==> config.mk <==
export PLATFORM = sky130hd
export DESIGN_NAME = accel_sample_fifo
export DESIGN_NICKNAME = d
export VERILOG_FILES = /design/src/rtl/accel_sample_fifo.sv
export SDC_FILE = /design/constraint.sdc
export NUM_CORES = 1
export LEC_CHECK = 0
export BUFFER_PORTS_ARGS = -buffer_cell sky130_fd_sc_hd__buf_2
export CORE_UTILIZATION = 58
export CTS_BUF_LIST = sky130_fd_sc_hd__clkbuf_16
export CTS_CLUSTER_DIAMETER = 60
export DETAILED_ROUTE_END_ITERATION = 6
export GPL_TIMING_DRIVEN = 0
export MAX_ROUTING_LAYER = met4
export PLACE_DENSITY = 0.84
export SLEW_MARGIN = 15
export SYNTH_ARGS = -nofsm -noshare
export SYNTH_HDL_FRONTEND = slang
export SYNTH_SLANG_ARGS = --single-unit
==> constraint.sdc <==
create_clock -name clk -period 5.8 [get_ports clk]
set_input_delay 0.29 -clock clk [delete_from_list [all_inputs] [get_ports clk]]
set_output_delay 0.29 -clock clk [all_outputs]
set_load 0.01 [all_outputs]
==> src/rtl/accel_sample_fifo.sv <==
// Capture FIFO for accelerometer Y/Z sample pairs with a 16-byte register window on the picorv32 bus.
// Define ACCEL_FIFO_IRQ_EN to build the fill-level interrupt and its CTRL fields.
module accel_sample_fifo #(
    parameter int          DEPTH     = 8,
    parameter logic [31:0] BASE_ADDR = 32'h1000_0010
) (
    input  logic        clk,
    input  logic        resetn,
    input  logic        sample_strobe,
    input  logic [15:0] y_value,
    input  logic [15:0] z_value,
    input  logic        mem_valid,
    input  logic [31:0] mem_addr,
    input  logic [31:0] mem_wdata,
    input  logic [3:0]  mem_wstrb,
    output logic        sel_ready,
    output logic [31:0] sel_rdata,
    output logic        irq
);
    localparam int         AW        = (DEPTH > 1) ? $clog2(DEPTH) : 1;
    localparam logic [4:0] DEPTH_CNT = 5'(DEPTH);

    logic [31:0]   mem [DEPTH];
    logic [AW-1:0] rd_ptr;
    logic [AW-1:0] wr_ptr;
    logic [4:0]    count;
    logic          overflow;
    logic          capture_en;
    logic          irq_en;
    logic [4:0]    irq_level;

    logic        hit;
    logic        is_wr;
    logic [1:0]  offset;
    logic        empty;
    logic        full;
    logic        pop;
    logic        push_req;
    logic        push;
    logic        flush;
    logic        status_wr;
    logic        ctrl_wr;
    logic        ovf_set;
    logic [31:0] rdata_next;
    logic        unused_bits;

    assign hit       = mem_valid && (mem_addr[31:4] == BASE_ADDR[31:4]) && !sel_ready;
    assign is_wr     = |mem_wstrb;
    assign offset    = mem_addr[3:2];
    assign empty     = (count == 5'd0);
    assign full      = (count == DEPTH_CNT);
    assign pop       = hit && !is_wr && (offset == 2'd0) && !empty;
    assign flush     = hit && is_wr && (offset == 2'd3);
    assign status_wr = hit && is_wr && (offset == 2'd1);
    assign ctrl_wr   = hit && is_wr && (offset == 2'd2);
    assign push_req  = sample_strobe && capture_en;
    // A pop in the same cycle frees the slot, so a full FIFO can still accept.
    assign push      = push_req && (!full || pop);
    assign ovf_set   = push_req && full && !pop;

    assign unused_bits = ^{mem_wdata, mem_addr[1:0], mem_wstrb[3]};

    always_comb begin
        rdata_next = '0;
        if (!is_wr) begin
            case (offset)
                2'd0:    rdata_next = empty ? 32'd0 : mem[rd_ptr];
                2'd1:    rdata_next = {13'd0, overflow, full, empty, 11'd0, count};
                2'd2:    rdata_next = {19'd0, irq_level, 6'd0, irq_en, capture_en};
                default: rdata_next = '0;
            endcase
        end
    end

    always_ff @(posedge clk) begin
        if (push && !flush) begin
            mem[wr_ptr] <= {y_value, z_value};
        end
    end

    always_ff @(posedge clk or negedge resetn) begin
        if (!resetn) begin
            sel_ready  <= 1'b0;
            sel_rdata  <= '0;
            rd_ptr     <= '0;
            wr_ptr     <= '0;
            count      <= '0;
            overflow   <= 1'b0;
            capture_en <= 1'b1;
        end else begin
            sel_ready <= hit;
            sel_rdata <= hit ? rdata_next : 32'd0;
            if (flush) begin
                rd_ptr   <= '0;
                wr_ptr   <= '0;
                count    <= '0;
                overflow <= 1'b0;
            end else begin
                if (pop) begin
                    rd_ptr <= rd_ptr + 1'b1;
                end
                if (push) begin
                    wr_ptr <= wr_ptr + 1'b1;
                end
                count <= count + 5'(push) - 5'(pop);
                // A new overflow in the clearing cycle takes precedence so no drop goes unreported.
                if (ovf_set) begin
                    overflow <= 1'b1;
                end else if (status_wr && mem_wstrb[2] && mem_wdata[18]) begin
                    overflow <= 1'b0;
                end
            end
            if (ctrl_wr && mem_wstrb[0]) begin
                capture_en <= mem_wdata[0];
            end
        end
    end

`ifdef ACCEL_FIFO_IRQ_EN
    logic [4:0] level_eff;

    assign level_eff = (irq_level == 5'd0) ? 5'd1 : irq_level;

    always_ff @(posedge clk or negedge resetn) begin
        if (!resetn) begin
            irq_en    <= 1'b0;
            irq_level <= '0;
            irq       <= 1'b0;
        end else begin
            if (ctrl_wr && mem_wstrb[0]) begin
                irq_en <= mem_wdata[1];
            end
            if (ctrl_wr && mem_wstrb[1]) begin
                irq_level <= mem_wdata[12:8];
            end
            irq <= irq_en && (count >= level_eff);
        end
    end
`else
    assign irq_en    = 1'b0;
    assign irq_level = '0;
    assign irq       = 1'b0;
`endif

endmodule

======== Word-level counts from Yosys, hierarchy flattened ========
Memory sizes are Yosys's and may differ from the RTL's.
Cells that the tools add are included.
storage, ports and cells
  register bits after elaboration ......... 46
  bits in latches ......................... 0
  RAM bits ................................ 256
  ROM bits ................................ 0
  input bits .............................. 104
  output and inout port bits .............. 34
  logic and storage cells ................. 61
  memories kept ........................... 1
operators by class
  $add $sub $neg .......................... 4
  multiply operators ...................... 0
  div/mod/pow operators ................... 0
  magnitude comparators ................... 0
  equality and inequality tests ........... 5
  shift-type cells ........................ 0
  muxes and demuxes ....................... 14
  bitwise logic cells ..................... 0
  reductions and logical operators ........ 30
memory list
  name  words  width  rd ports  clocked after memory_dff  wr ports  RTL line  text
  mem   8      32     1         0                         1         23        logic [31:0] mem [DEPTH];
operators by type and width
  operator                                                                  count
  32-bit two-way mux                                                        3
  32-bit one-hot mux with 3 select lines                                    1
  28-bit by 25-bit equality test with 1-bit output (second input constant)  1
  1-bit logical AND                                                         17
  3-bit two-way mux                                                         4
  3-bit by 1-bit adder with 3-bit output (second input constant)            2
  1-bit logical NOT                                                         6
  5-bit by 1-bit adder with 5-bit output                                    1
  5-bit by 4-bit equality test with 1-bit output (second input constant)    1
  5-bit logical NOT                                                         1
  1-bit two-way mux                                                         5
  5-bit two-way mux                                                         1
  5-bit by 1-bit subtractor with 5-bit output                               1
  2-bit equality test (second input constant)                               2
  2-bit nonzero test                                                        2
  4-bit OR reduction                                                        1
  3-bit nonzero test                                                        1
  2-bit by 1-bit equality test with 1-bit output (second input constant)    1
  2-bit logical NOT                                                         1
  1-bit logical OR                                                          1

======== Depth between registers and ports, before layout ========
  depth after elaboration ................. 11
  mapped depth ............................ 17
  depth with buffers taken out ............ 17

======== Worst setup path before layout ========
Ideal clock, no wire load.
  kind .................................... register to register
  start point ............................. register count[3]
  end point ............................... memory mem[2][0], enable pin
  setup time .............................. 0.461 ns
  arrival ................................. 3.666 ns
  required time ........................... 5.339 ns
  path slack .............................. 1.673 ns
  stages on the path, launching flop included .. 9
  path buffers ............................ 0
  clock period less this slack ............ 4.127 ns
  cell sequence ........................... dfrtp_1 -> inv_1 -> ha_1 -> nor4b_2 -> nor3_2 -> nand4_4 -> inv_2 -> o2111ai_1 -> nor3_1
between the ends
  word-level cells in the longest chain between the ends .. 8
  elaborated cells on any way between the ends .. 10
  those cells by class .................... eq/ne: 1; mux: 2; reduce/logical: 7
ends and longest elaborated chain
  element                                    RTL line  text
  start, declared                            26        logic [4:0] count;
  start signal, assigned                     105       count <= count + 5'(push) - 5'(pop);
  5-bit logical NOT                          50        assign empty = (count == 5'd0);
  1-bit logical NOT                          52        assign pop = hit && !is_wr && (offset == 2'd0) && !empty;
  1-bit logical AND                          52
  1-bit logical OR *                         58        assign push = push_req && (!full || pop);
  1-bit logical AND *                        58
  1-bit logical AND *                        76        if (push && !flush) begin
  1-bit two-way mux *                        76
  1-bit two-way mux (implied by the code) *  77        mem[wr_ptr] <= {y_value, z_value};
  end, declared                              23
Every way passes the cells marked *; elsewhere a longest branch is shown, timed or not.

======== Worst setup path after layout ========
  start point ............................. register count[2]
  end point ............................... register count[4]
between the ends
  word-level cells in the longest chain between the ends .. 8
  elaborated cells on any way between the ends .. 10
  those cells by class .................... add/sub: 2; eq/ne: 1; mux: 1; reduce/logical: 6
ends and longest elaborated chain
  element                                        RTL line  text
  5-bit logical NOT                              50
  1-bit logical NOT                              52
  1-bit logical AND                              52
  1-bit logical OR                               58
  1-bit logical AND                              58
  5-bit by 1-bit adder with 5-bit output         105
  5-bit by 1-bit subtractor with 5-bit output *  105
  5-bit two-way mux *                            93        if (flush) begin
Marks and branches as above.
A chain may end at the register's enable or synchronous reset.

==> metrics <==
run status finished, final reports clean; DR vias/cell between 5 and 6; top cells by area, synth sky130_fd_sc_hd__edfxtp_1 66%, sky130_fd_sc_hd__mux4_2 12%, sky130_fd_sc_hd__dfrtp_1 9.7%, sky130_fd_sc_hd__mux2i_1 2.8%, sky130_fd_sc_hd__nor2_1 1.6%; cell with the most instances after synthesis sky130_fd_sc_hd__edfxtp_1; routed wire length per instance 24.3 um; clock tree root buffer cell sky130_fd_sc_hd__clkbuf_16; number of I/O port buffers about 100; WP data required slightly above 6 ns; total power consumption of the routed design ~4.4 mW; fraction of power consumed by sequential logic 0.537; largest area contributor in the netlist sky130_fd_sc_hd__edfxtp_1; total routing resource utilization after global routing 0.258; io pins 138; routability-driven placement congestion ratio 0.788; number of warnings printed during yosys synthesis 0; total setup buffers inserted after CTS 0; Syn Inst Count 573; tightest hold margin 0.0256 ns; Max Transition Viols Final 0; Syn Nets roughly 690; category of the critical setup timing path flip-flop to flip-flop; distinct cell type count after synthesis 45; Final Hold Vio Count 0; crit path from count[2]; final critical-path required period 3.24 ns; static power due to leakage 4.87 nW; chip width approximately 140 um; CTS tree done; fraction of the yosys area taken by sequential cells 0.759; cell-by-cell listing of the critical path inv_1 -> ha_1 -> nor4b_2 -> nor3_2 -> nand4_4 -> inv_2 -> o21ai_1 -> ha_1 -> inv_1 -> ha_1 -> inv_1 -> fa_1 -> inv_1 -> a21oi_1 -> nor2_1 -> or3_1 -> a21oi_1; DR vias 6040; utilization after layout 0.708; Power Density approximately 320 mW/mm^2; most used flip-flop cell after synthesis sky130_fd_sc_hd__edfxtp_1; setup_tns 0 ns; class of the worst hold path input port to flip-flop; TritonCTS Buffers 30; CTS Hold Bufs 4; Die Outline Area 0.0207 sq mm; worst min-delay path startpoint z_value[1]; sum of overflow across all layers after global routing 0; count of flip-flops with a built-in enable after synthesis approximately 260; top post-synthesis cells by count 256 x sky130_fd_sc_hd__edfxtp_1, 64 x sky130_fd_sc_hd__mux4_2, 50 x sky130_fd_sc_hd__nor2_1; Fmax achieved 308 MHz; combinational cell fraction of total power 0.015; critical register-to-register path startpoint count[2]; final cell area excluding filler cells 0.0139 sq mm; largest net degree at the start of global routing 47; aggregate routed wire length approximately 25 mm; clock sink total 302; cell area after synthesis 0.0116 sq mm; share of total power consumed by net switching 0.187; first-pass GRT wire length ~37 mm; fraction of final layout cells sized beyond drive strength 1 0.353; peak fanout along the critical path 7; relative max-transition margin 0.348; sum of net half-perimeters after detailed placement 15.0 mm; die outline height 144 um; internal power contribution around 3.6 mW; post-placement cell area approximately 0.013 sq mm; endpoint kind of the worst setup timing path flip-flop; total number of placement rows ~50; Max IR drop VDD 0.278 mV; clk slew on worst S/H paths 0.06 ns; initial cell density of the core 0.595; via count of the first global-routing pass between 6000 and 7000; share of flip-flops with an asynchronous set or reset 0.152; signal arrival time at the worst endpoint 3.62 ns; number of filler instances in the final layout 1175; Routed Antenna Nets 0; unrepaired setup endpoints after global routing false; mean instance size in the synthesized netlist 20.3 sq um; initial antenna violation count 3; core region area 0.0196 sq mm; number of levels in the clock H-tree 1; share of power burned in the clock network 0.448; Gates resized, CTS repair 0; Setup Skew about 0.014 ns; synth-to-layout area growth 19.0%; clock latency reported for the late side of the worst-skew pair 0.54 ns; final setup fails 0; # nets final 842; Crit-path slowest cell sky130_fd_sc_hd__fa_1; number of flip-flops and latches in the synthesized netlist 302; Remaining DRCs 0; drt first-iter violations 482; actual slew at the worst max-slew pin 0.978 ns; type of origin of the critical path flip-flop; final period utilization 0.559; Pre-antenna DRT Iters 5; number of maximum-capacitance constraint violations 0; proportion of netlist area held by the largest area contributor 0.660; largest incremental delay on the critical path around 0.43 ns; Max clock buf depth 3; net switching power figure ~0.82 mW; cell mode on critical path sky130_fd_sc_hd__inv_1
-- cell type report --
type                    count  area (sq um)  area share
clock buffers              31           776      0.0560
clock inverters            24           246      0.0178
repair buffers            123           798      0.0576
inverters                  11          41.3     0.00298
diodes                      3          7.51    0.000541
multi-input cells         235          2700       0.195
plain buffers              25           126     0.00911
well taps                 265           332      0.0239
flip-flops and latches    302          8840       0.638
-- worst max-delay path, delay by kind of cell (launching register included) --
kind	cells	cell delay (ns)
compound gates	3	0.33
simple gates	5	0.90
fa+ha+maj	4	1.01
buf+inv	5	0.41
flops	1	0.41
-- path summary, 6_finish.rpt --
kind | endpoint | slack, ns | cells past startpoint
worst max-delay path | count[4] | 2.56 | 17
worst min-delay path | mem[0][1] | 0.03 | 1
worst max register to register | count[4] | 2.56 | 17
worst min register to register | sel_rdata[18] | 0.54 | 2
max in group asynchronous | sel_rdata[20] | 5.00 | 2
min in group asynchronous | sel_ready | 0.35 | 2
-- cells in the final DEF, fill, tap and decap left out, types with 8 or more instances in the layout --
master	n
sky130_fd_sc_hd__a21oi_1	12
sky130_fd_sc_hd__buf_2	111
sky130_fd_sc_hd__buf_4	11
sky130_fd_sc_hd__clkbuf_1	8
sky130_fd_sc_hd__clkbuf_16	31
sky130_fd_sc_hd__dfrtp_1	45
sky130_fd_sc_hd__edfxtp_1	256
sky130_fd_sc_hd__ha_1	9
sky130_fd_sc_hd__inv_1	13
sky130_fd_sc_hd__mux2i_1	33
sky130_fd_sc_hd__mux4_2	64
sky130_fd_sc_hd__nand2_1	10
sky130_fd_sc_hd__nor2_1	44
-- routing by layer --
metal  wire length, um  share of wire  track usage
met1              9260           0.37        0.315
met2             13000           0.52        0.449
met3              1980          0.080       0.0407
met4               523          0.021       0.0722
met5                 0              0            -
-- registers in the layout, indices dropped and copies added (netlist names) --
signal and count:
mem 256, sel_rdata 32, count 5, rd_ptr 3
wr_ptr 3, capture_en 1, overflow 1, sel_ready 1
-- through the flow --
stage               std cells  worst slack, ns
floorplan                 573             1.67
global placement          942           -0.646
detailed placement        956             2.62
CTS                      1015             2.59
global route             1019             2.25
finish                   1019             2.56
-- power groups by stage --
stage | sequential, mW | combinational [mW] | clock [mW]
2_1_floorplan | 2.40 | 0.00822 | 0
3_3_place_gp | 2.40 | 0.0565 | 0
3_5_place_dp | 2.40 | 0.0622 | 0
4_1_cts | 2.35 | 0.0648 | 1.99
5_1_grt | 2.35 | 0.0720 | 2.07
6_report | 2.35 | 0.0656 | 1.97
-- cells by family after synthesis --
family / count (synthesis) / share of synthesized area
AOI/OAI and AO/OA: 24 / 0.0126
buffers and inverters: 36 / 0.0144
other: 1 / 0.000322
muxes: 99 / 0.154
and+or+nand+nor: 97 / 0.0455
adders and majority gates: 10 / 0.0114
xor gates and xnor gates: 4 / 0.00301
DFF: 302 / 0.759
Power figures use the tool's default switching activity.
